## src/rtl/cdc_hs_pkg.sv

```systemverilog
// cdc_hs_pkg: shared state type and default constants for the toggle-handshake crossing.
package cdc_hs_pkg;
    typedef enum logic [1:0] {PEER_RST, IDLE, WAIT_ACK, ERR} hs_tx_state_t;
    localparam int HS_SYNC_STAGES = 2;
    localparam int HS_TIMEOUT     = 256;
endpackage

```

## src/rtl/cdc_sync_bit.sv

```systemverilog
// cdc_sync_bit: multi-flop single-bit synchronizer; ports clk_a, rst_a_n, d (async in), q (synchronized out).
module cdc_sync_bit #(
    parameter int   STAGES    = 2,
    parameter logic RESET_VAL = 1'b0
) (
    input  logic clk_a,
    input  logic rst_a_n,
    input  logic d,
    output logic q
);
    logic [STAGES-1:0] sync;
    always_ff @(posedge clk_a or negedge rst_a_n)
        if (!rst_a_n) sync <= {STAGES{RESET_VAL}};
        else          sync <= {sync[STAGES-2:0], d};
    assign q = sync[STAGES-1];
endmodule

```

## src/rtl/cdc_hs_tx.sv

```systemverilog
// cdc_hs_tx: source side of a toggle handshake; ports s_valid/s_ready/s_data in, xfer_req/xfer_data out, xfer_ack/peer_rst_n async in, busy/done/drop/timeout_err status, err_clr.
module cdc_hs_tx
    import cdc_hs_pkg::*;
#(
    parameter int DATA_W      = 8,
    parameter int SYNC_STAGES = HS_SYNC_STAGES,
    parameter int TIMEOUT     = HS_TIMEOUT
) (
    input  logic              clk_a,
    input  logic              rst_a_n,
    input  logic              s_valid,
    output logic              s_ready,
    input  logic [DATA_W-1:0] s_data,
    output logic              xfer_req,
    output logic [DATA_W-1:0] xfer_data,
    input  logic              xfer_ack,
    input  logic              peer_rst_n,
    output logic              busy,
    output logic              done,
    output logic              drop,
    output logic              timeout_err,
    input  logic              err_clr
);
    localparam int CW = TIMEOUT > 0 ? $clog2(TIMEOUT + 1) : 1;

    hs_tx_state_t  state;
    logic [CW-1:0] cnt;
    logic          ack_s, peer_s;

    // Local reset reads as "peer in reset" so the FSM always re-arms through PEER_RST.
    cdc_sync_bit #(.STAGES(SYNC_STAGES), .RESET_VAL(1'b0)) u_ack_sync (
        .clk_a(clk_a), .rst_a_n(rst_a_n), .d(xfer_ack), .q(ack_s)
    );
    cdc_sync_bit #(.STAGES(SYNC_STAGES), .RESET_VAL(1'b0)) u_peer_sync (
        .clk_a(clk_a), .rst_a_n(rst_a_n), .d(peer_rst_n), .q(peer_s)
    );

    assign s_ready = state == IDLE;
    assign busy    = state != IDLE;

    always_ff @(posedge clk_a or negedge rst_a_n)
        if (!rst_a_n) begin
            state       <= PEER_RST;
            xfer_req    <= 1'b0;
            xfer_data   <= '0;
            cnt         <= '0;
            done        <= 1'b0;
            drop        <= 1'b0;
            timeout_err <= 1'b0;
        end else begin
            done <= 1'b0;
            drop <= 1'b0;
            if (state != PEER_RST && !peer_s) begin
                // Peer reset outranks everything; both toggles restart from 0.
                state       <= PEER_RST;
                xfer_req    <= 1'b0;
                timeout_err <= 1'b0;
                drop        <= state == WAIT_ACK || state == ERR;
            end else begin
                case (state)
                    PEER_RST: begin
                        xfer_req <= 1'b0;
                        if (peer_s && !ack_s) state <= IDLE;
                    end
                    IDLE: if (s_valid) begin
                        xfer_data <= s_data;
                        xfer_req  <= ~xfer_req;
                        cnt       <= '0;
                        state     <= WAIT_ACK;
                    end
                    WAIT_ACK: begin
                        if (ack_s == xfer_req) begin
                            state <= IDLE;
                            done  <= 1'b1;
                        end else if (TIMEOUT != 0 && cnt == CW'(TIMEOUT - 1)) begin
                            state       <= ERR;
                            timeout_err <= 1'b1;
                        end else begin
                            cnt <= cnt + CW'(cnt != '1);
                        end
                    end
                    ERR: if (err_clr) begin
                        timeout_err <= 1'b0;
                        cnt         <= '0;
                        state       <= ack_s == xfer_req ? IDLE : WAIT_ACK;
                    end
                    default: state <= PEER_RST;
                endcase
            end
        end
endmodule

```

## config.mk

```make
export PLATFORM = sky130hd
export DESIGN_NAME = cdc_hs_tx
export DESIGN_NICKNAME = d
export VERILOG_FILES = /design/src/rtl/cdc_hs_pkg.sv /design/src/rtl/cdc_sync_bit.sv /design/src/rtl/cdc_hs_tx.sv
export SDC_FILE = /design/constraint.sdc
export NUM_CORES = 1
export LEC_CHECK = 0
export BUFFER_PORTS_ARGS = -buffer_cell sky130_fd_sc_hd__buf_2
export CORE_UTILIZATION = 38
export CTS_BUF_LIST = sky130_fd_sc_hd__clkbuf_16
export CTS_CLUSTER_SIZE = 28
export DETAILED_ROUTE_END_ITERATION = 8
export GPL_TIMING_DRIVEN = 0
export PLACE_DENSITY_LB_ADDON = 0.08
export REMOVE_ABC_BUFFERS = 1
export SETUP_SLACK_MARGIN = 0.5
export SLEW_MARGIN = 20
export SYNTH_ARGS = -nofsm -noshare
export SYNTH_HDL_FRONTEND = slang
export SYNTH_HIERARCHICAL = 1
export SYNTH_SLANG_ARGS = --single-unit
```

## constraint.sdc

```tcl
create_clock -name clk_a -period 6.5 [get_ports clk_a]
set_clock_uncertainty 0.1 [all_clocks]
set_input_delay 1.625 -clock clk_a [delete_from_list [all_inputs] [get_ports clk_a]]
set_output_delay 1.625 -clock clk_a [all_outputs]
set_load 0.005 [all_outputs]
```

Yosys cells after proc, flatten, opt, wreduce, memory -nomap -nowiden
Index checks and enable logic that the tools add are counted.

Reduce and logical (&&, ||, !) cells: 15. Add/subtract/negate cells: 1. Bitwise logic cells: 2. Muxes and demuxes: 25. Eq/ne operators: 17.

Operators by type and width (count): 9-bit two-way mux (4); 9-bit one-hot mux with 3 select lines (1); 2-bit two-way mux (7); 1-bit two-way mux (10); 9-bit by 1-bit adder with 9-bit output (1); 9-bit by 8-bit equality test with 1-bit output (second input constant) (1); 3-bit != test (second input constant) (3); 9-bit != test (second input constant) (1); 3-bit nonzero test (3); 2-bit != test (second input constant) (4); 2-bit one-hot mux with 4 select lines (1); 4-bit AND reduction (2); 3-bit by 2-bit != test with 1-bit output (second input constant) (2); 6-bit AND reduction (1); 2-bit equality test (second input constant) (2); 4-bit by 2-bit != test with 1-bit output (second input constant) (1); 1-bit one-hot mux with 2 select lines (2); 3-bit AND reduction (1); 2-bit by 1-bit equality test with 1-bit output (second input constant) (1); 1-bit logical AND (2); 1-bit logical NOT (2); 2-bit logical NOT (1); 2-bit by 1-bit != test with 1-bit output (second input constant) (1); 1-bit NOT (2); 4 further kinds (4).

Word-level logic and storage cells: 69. Bits in registers: 27. Output and inout port bits: 14. Input bits: 14.

Logic depth before layout (Yosys ltp)
Gate-level depths: netlist of the first run.

Depth in word-level cells: 5. Depth in mapped cells: 8. Depth with buffers taken out: 8.

Hierarchy
The synthesis of the first run kept the hierarchy.

By module, submodules not included: cdc_hs_tx (instances 1, sequential area each 575.6 sq um, cells an instance 136, area an instance 1368.8 sq um); cdc_sync_bit (instances 2, sequential area each 50.0 sq um, cells an instance 2, area an instance 50.0 sq um).

Least setup slack after synthesis of the first run
No wires, ideal clock.

Path kind: input to register. Start: input port s_valid. End: register cnt[5]. Setup slack: 3684 ps. Buffers on the path: 0. Data arrival time: 2594 ps. Setup time: 122 ps. Cell stages on the path: 4. Required time: 6278 ps. Cells stage by stage: nand2b_1 > nand3_1 > or4_1 > a32o_1.

Longest elaborated chain between the ends: 2.

RTL lines: start, declared (line cdc_hs_tx.sv:11) `input logic s_valid,`; 2-bit != test (no source line); 6-bit AND reduction (no source line); end signal, assigned (line cdc_hs_tx.sv:79) `cnt <= cnt + CW'(cnt != '1);`; end, declared (line cdc_hs_tx.sv:27) `logic [CW-1:0] cnt;`.

No other way between the ends. A chain may end at the register's enable or synchronous reset.

Final worst setup path of the first run
Start: register state[1]. End: output port busy.

Longest elaborated chain between the ends: 1.

RTL lines: start, declared (line cdc_hs_tx.sv:26) `hs_tx_state_t state;`; start signal, assigned (line cdc_hs_tx.sv:85) `state <= ack_s == xfer_req ? IDLE : WAIT_ACK;`; 2-bit by 1-bit != test with 1-bit output (line cdc_hs_tx.sv:39) `assign busy = state != IDLE;`; end, declared (line cdc_hs_tx.sv:18) `output logic busy,`.

No other way between the ends.

==> results_dict.tcl, run 1 <==
set metrics [dict create \
    drive_gt1_share_pct 26.8 \
    post_cts_resize_count 0 \
    fp.dieW_um 64.2 \
    hold_viol 0 \
    ant_nets 0 \
    nNetsFinal 189 \
    slew_viol_final 0 \
    path_clk_slew_ns 0.07 \
    numClockSinks 27 \
    core-area_um2 3690 \
    clock_latency_ns 0.26 \
    holdWs_ns 0.252 \
    period_share_pct 46.6 \
    dr.pass1.iters 4 \
    die_area_um2 4120 \
    hpwl_um 2220 \
    antenna_cells 0 \
    grt_max_degree 28 \
    vias 1170 \
    start_util_pct 39.8 \
    portBuffers 27 \
    max_freq_mhz 330 \
    syn_avg_cell_area_um2 10.5 \
    cts_tree "yes" \
    first_global_vias 1137 \
    required_ns 4.78 \
    async_reset_ff_share_pct 100 \
    post-route-drc-count 0 \
    path_class "reg -> out" \
    seq_power_share_pct 36.7 \
    ios 28 \
    gp_congestion 0.841 \
    timing.critical_path.mode_cell "inv_1" \
    cts-root-buf "clkbuf_16" \
    vias_per_cell 5.42 \
    placementRows 22 \
    finalSetupViolCount 0 \
    pwr-share-comb_pct 42.6 \
    p_per_area_nw_per_um2 406 \
    placed_cell_area_um2 1650 \
    path_cells "inv_1 > ha_1 > inv_1 > buf_2" \
    post_drt_wl_per_cell_um 13.9 \
    crit_fanout 7 \
    die_y_um 64.2 \
    end_kind "primary output" \
    cts_made_buffers 3 \
    maxCapViolCount 0 \
    rsz0062_at_grt "no" \
    holdBufCountCts 0 \
    synth-seq-cells 27 \
    worst_pin_slew_ns 0.616 \
    period_minus_slack_ns 3.03 \
    grt_pass1_wl_um 5210 \
    max_slew_margin_pct 58.9 \
    p_int_uw 445 \
    ys_warn_count 6 \
    syn2layout_area_growth_pct 18.2 \
    peakVddDrop_uv 233 \
    cts_setup_buffers 0 \
    gr-total-overflow 0 \
    synth_cell_types 41 \
    path_buf_inv 3 \
    htree_levels 1 \
    synth_ff_type "dfrtp_1" \
    cp_top_family "flip-flops" \
    synth_edf_count 0 \
    start_kind "register" \
    total_leakage_power_uw 0.000768 \
    cp_slowest_stage_delay_ns 0.46 \
    grt_util_all_layers_pct 16.2 \
    syn_inst 140 \
    outcome "complete, no violations" \
    rrSetupSlack_ns 4.15 \
    cp.arrival_ns 1.30 \
    critical-path-slowest-cell "dfrtp_1" \
    swShare_pct 36.9 \
    dr.first_iter.drc_count 88 \
    setup_slack_ns 3.47 \
    synth_seq_area_share_pct 46.0 \
    fin_area_um2 1740 \
    antenna_found_initial 0 \
    totalWireLength_um 3010 \
    pre_cts_slack_ns 3.35 \
    hp-class "reg -> reg" \
    netlist_area_um2 1470 \
    power_switching_uw 260 \
    finalSetupTns_ns 0 \
    cts_buffer_depth 2 \
    power.share.clock_pct 20.7 \
]
## layout make-up
class	count	area (µm²)
Multi-Input combinational cell	102	752
Timing Repair Buffer	27	135
Sequential cell	27	676
Fill cell	377	1950
Clock buffer	3	75.1
Clock inverter	1	8.76
Tap cell	48	60.1
Inverter	8	30.0
## final timing paths
check	startpoint	endpoint	cells past startpoint
worst min register to register	u_peer_sync/sync[0]$_DFF_PN0_	u_peer_sync/sync[1]$_DFF_PN0_	0
worst min-delay path	u_peer_sync/sync[0]$_DFF_PN0_	u_peer_sync/sync[1]$_DFF_PN0_	0
worst max-delay path	state[1]$_DFFE_PN0P_	busy	4
worst max register to register	state[0]$_DFFE_PN0P_	cnt[5]$_DFFE_PN0P_	6
max in group asynchronous	rst_a_n	cnt[3]$_DFFE_PN0P_	1
min in group asynchronous	rst_a_n	timeout_err$_DFFE_PN0P_	1
## routing by layer
metal	global-route usage, %	share of wire [%]
met1	20.6	48
met2	27.8	46
met3	3.93	5.0
met4	3.33	0.80
met5	0	0
## synthesized netlist by cell type (3+ instances only)
library cell / n / area [µm²]
o31ai_1: 4 / 30.0
nor2b_1: 3 / 18.8
nand3_1: 7 / 35.0
o21ai_0: 3 / 15.0
ha_1: 6 / 75.1
nand2_1: 10 / 37.5
mux2_2: 9 / 101
nor2_1: 13 / 48.8
dfrtp_1: 27 / 676
a22o_1: 3 / 26.3
o311ai_0: 4 / 35.0
nand2b_1: 3 / 18.8
nand4_1: 5 / 31.3
a21o_1: 3 / 22.5
clkbuf_1: 3 / 11.3
inv_1: 8 / 30.0
## registers in the layout, summed over array words and instances (netlist names)
signal and count:
state 2, xfer_req 1, drop 1, u_peer_sync/sync 2, u_ack_sync/sync 2, done 1, timeout_err 1, xfer_data 8
cnt 9
## cell families after synthesis
group	synth area share (%)
AO/OA/AOI/OAI	17.4
AND/OR/NAND/NOR	20.1
adder cells (fa/ha/maj)	5.11
XOR/XNOR	1.70
flip-flops	46.0
buffers and inverters	2.81
multiplexers	6.90
## cell usage in the layout (no fill, tap or decap), types with 2 or more instances in the layout
cell	Yosys	final
dfrtp_1	27	27
buf_2	0	27
nor2_1	13	13
nand2_1	10	10
mux2_2	9	9
inv_1	8	8
nand3_1	7	7
ha_1	6	6
nand4_1	5	5
o311ai_0	4	4
o31ai_1	4	4
nand2b_1	3	3
o21ai_0	3	3
a21o_1	3	3
a22o_1	3	3
nor2b_1	3	3
clkbuf_16	0	3
nor3_1	2	2
nand4b_1	2	2
or4_1	2	2
a32o_1	2	2
## power by group through the flow
stage	combinational, µW	sequential [µW]	clock [µW]
after global routing	332	267	156
after CTS	302	259	150
after detailed placement	301	262	0
after floorplan	204	259	0
final	300	259	146
after global placement	294	259	0
## per-stage QoR
stage,total power [µW],std cells,util (%)
2_1_floorplan,462,137,-
3_3_place_gp,553,212,44.8
4_1_cts,712,216,47.1
3_5_place_dp,562,212,44.8
6_report,705,216,47.1
5_1_grt,755,216,47.1
No activity file was read; power rests on OpenSTA's default activity.
==> inputs of run 2 (changes only) <==
clock period = 2.8 ns   (was 6.5 ns; I/O delays follow)
==> run 2 against run 1 <==
Net effect: global-route usage did not move; critical endpoint is now cnt[8]$_DFFE_PN0P_; power rose by 130%; largest cell class unchanged; count of clock-buffer cells in the layout did not move; sequential power rose by 130%; cell count rose by 0.93%.
==> results_dict.tcl, run 2 (same netlist as run 1, synthesis figures left out) <==
set metrics [dict create \
    max_freq_mhz 458 \
    vias_per_cell 5.50 \
    slew_viol_final 0 \
    finalSetupTns_ns 0 \
    dr.first_iter.drc_count 103 \
    peakVddDrop_uv 538 \
    first_global_vias 1139 \
    end_kind "register" \
    gp_congestion 0.841 \
    rsz0062_at_grt "no" \
    p_per_area_nw_per_um2 937 \
    path_class "reg -> reg" \
    clock_latency_ns 0.26 \
    antenna_found_initial 0 \
    ant_nets 0 \
    dp_cells 212 \
    placementRows 22 \
    reg.largest.list "cnt (9), xfer_data (8)" \
    drive_gt1_share_pct 30.6 \
    die_y_um 64.2 \
    critical-path-slowest-cell "or3_1" \
    crit_fanout 8 \
    fin_cells 218 \
    period_minus_slack_ns 2.18 \
    hpwl_um 2220 \
    fp.dieW_um 64.2 \
    portBuffers 27 \
    path_cells "inv_1 > ha_2 > o22a_1 > nand4_1 > or3_1 > o31ai_1" \
    path_clk_slew_ns 0.07 \
    gr-total-overflow 0 \
    cts_made_buffers 3 \
    outcome "complete, no violations" \
    dr.pass1.iters 4 \
    core-area_um2 3690 \
    ios 28 \
    setup_slack_ns 0.618 \
    cts_buffer_depth 2 \
    start_util_pct 39.8 \
    start_kind "register" \
    placed_cell_area_um2 1650 \
    totalWireLength_um 3060 \
    cts-root-buf "clkbuf_16" \
    hp-class "reg -> reg" \
    die_area_um2 4120 \
    grt_max_degree 28 \
    pre_cts_slack_ns 0.491 \
    nNetsFinal 191 \
    antenna_cells 0 \
    regMostFlops "cnt" \
    numClockSinks 27 \
    post_drt_wl_per_cell_um 14.0 \
    fin_area_um2 1760 \
    max_slew_margin_pct 59.2 \
    cp.arrival_ns 2.25 \
    vias 1199 \
    period_share_pct 77.9 \
    worst_pin_slew_ns 0.611 \
    required_ns 2.87 \
    cp_slowest_stage_delay_ns 0.47 \
    grt_pass1_wl_um 5210 \
    largest_reg_flops 9 \
    grt_util_all_layers_pct 16.2 \
    maxCapViolCount 0 \
    final_common_cell "buf_2" \
    total_leakage_power_uw 0.000774 \
    post-route-drc-count 0 \
    p_total_uw 1650 \
    final_cell_mix "27 x buf_2, 25 x dfrtp_1, 13 x nor2_1" \
    hold_viol 0 \
    finalSetupViolCount 0 \
    cts_tree "yes" \
    syn2layout_area_growth_pct 20.1 \
    htree_levels 1 \
]
==> run 2: cell count changes in the layout (fill, tap and decap cells not counted), sizes merged <==
cell,previous run,this run
buf,27,29
==> run 2: final timing paths <==
kind                                               startpoint                             to  slack (ns)  cells past startpoint
worst max-delay path                     state[0]$_DFFE_PN0P_             cnt[8]$_DFFE_PN0P_        0.62                      6
worst min register to register  u_peer_sync/sync[0]$_DFF_PN0_  u_peer_sync/sync[1]$_DFF_PN0_        0.25                      0
worst min-delay path            u_peer_sync/sync[0]$_DFF_PN0_  u_peer_sync/sync[1]$_DFF_PN0_        0.25                      0
min in group asynchronous                             rst_a_n        timeout_err$_DFFE_PN0P_        0.35                      1
worst max register to register           state[0]$_DFFE_PN0P_             cnt[8]$_DFFE_PN0P_        0.62                      6
max in group asynchronous                             rst_a_n           state[0]$_DFFE_PN0P_        1.82                      1
==> run 2: through the flow <==
stage                     utilization (%)  hold slack, ns
final                                47.8           0.252
after global placement               44.8           0.233
after detailed placement             44.8           0.238
after global routing                 47.8           0.265
after floorplan                         -           0.231
after CTS                            47.2           0.255
==> run 2: power by group <==
part           internal (µW)  switching [µW]
Combinational            340             370
Clock                    198             140
Sequential               506            98.1
Total                   1040             608
==> run 2: repair_timing <==
action	CTS	global route
pin swaps	0	1
hold buffers	0	0
setup buffers	0	2
setup endpoints to repair	1	13
endpoints found under the hold margin	0	0
gates resized for setup	1	4
==> run 2: final cells by class <==
cell class	count	area, µm²
clock buffer	3	75.1
tap	48	60.1
fill	376	1920
sequential	27	678
inverter	8	30.0
clock inverter	1	8.76
timing repair buffer	29	150
multi-input combinational	102	762
==> run 2: worst max-delay path, delay by kind of cell (launching register included) <==
| kind | cells | cell delay (ns) |
|---|---|---|
| buffers and inverters | 1 | 0.12 |
| AOI/OAI and AO/OA | 2 | 0.43 |
| and+or+nand+nor | 2 | 0.71 |
| DFF | 1 | 0.46 |
| adders and majority gates | 1 | 0.26 |
==> run 2: routing by layer <==
metal / share of wire, % / up-vias / track usage, % / routed length [µm]
met1: 48 / 585 / 20.6 / 1480
met4: 0.78 / 0 / 3.33 / 24
met2: 46 / 30 / 27.8 / 1400
li1: - / 582 / - / -
met3: 4.9 / 2 / 3.93 / 151
met5: 0 / - / 0 / 0
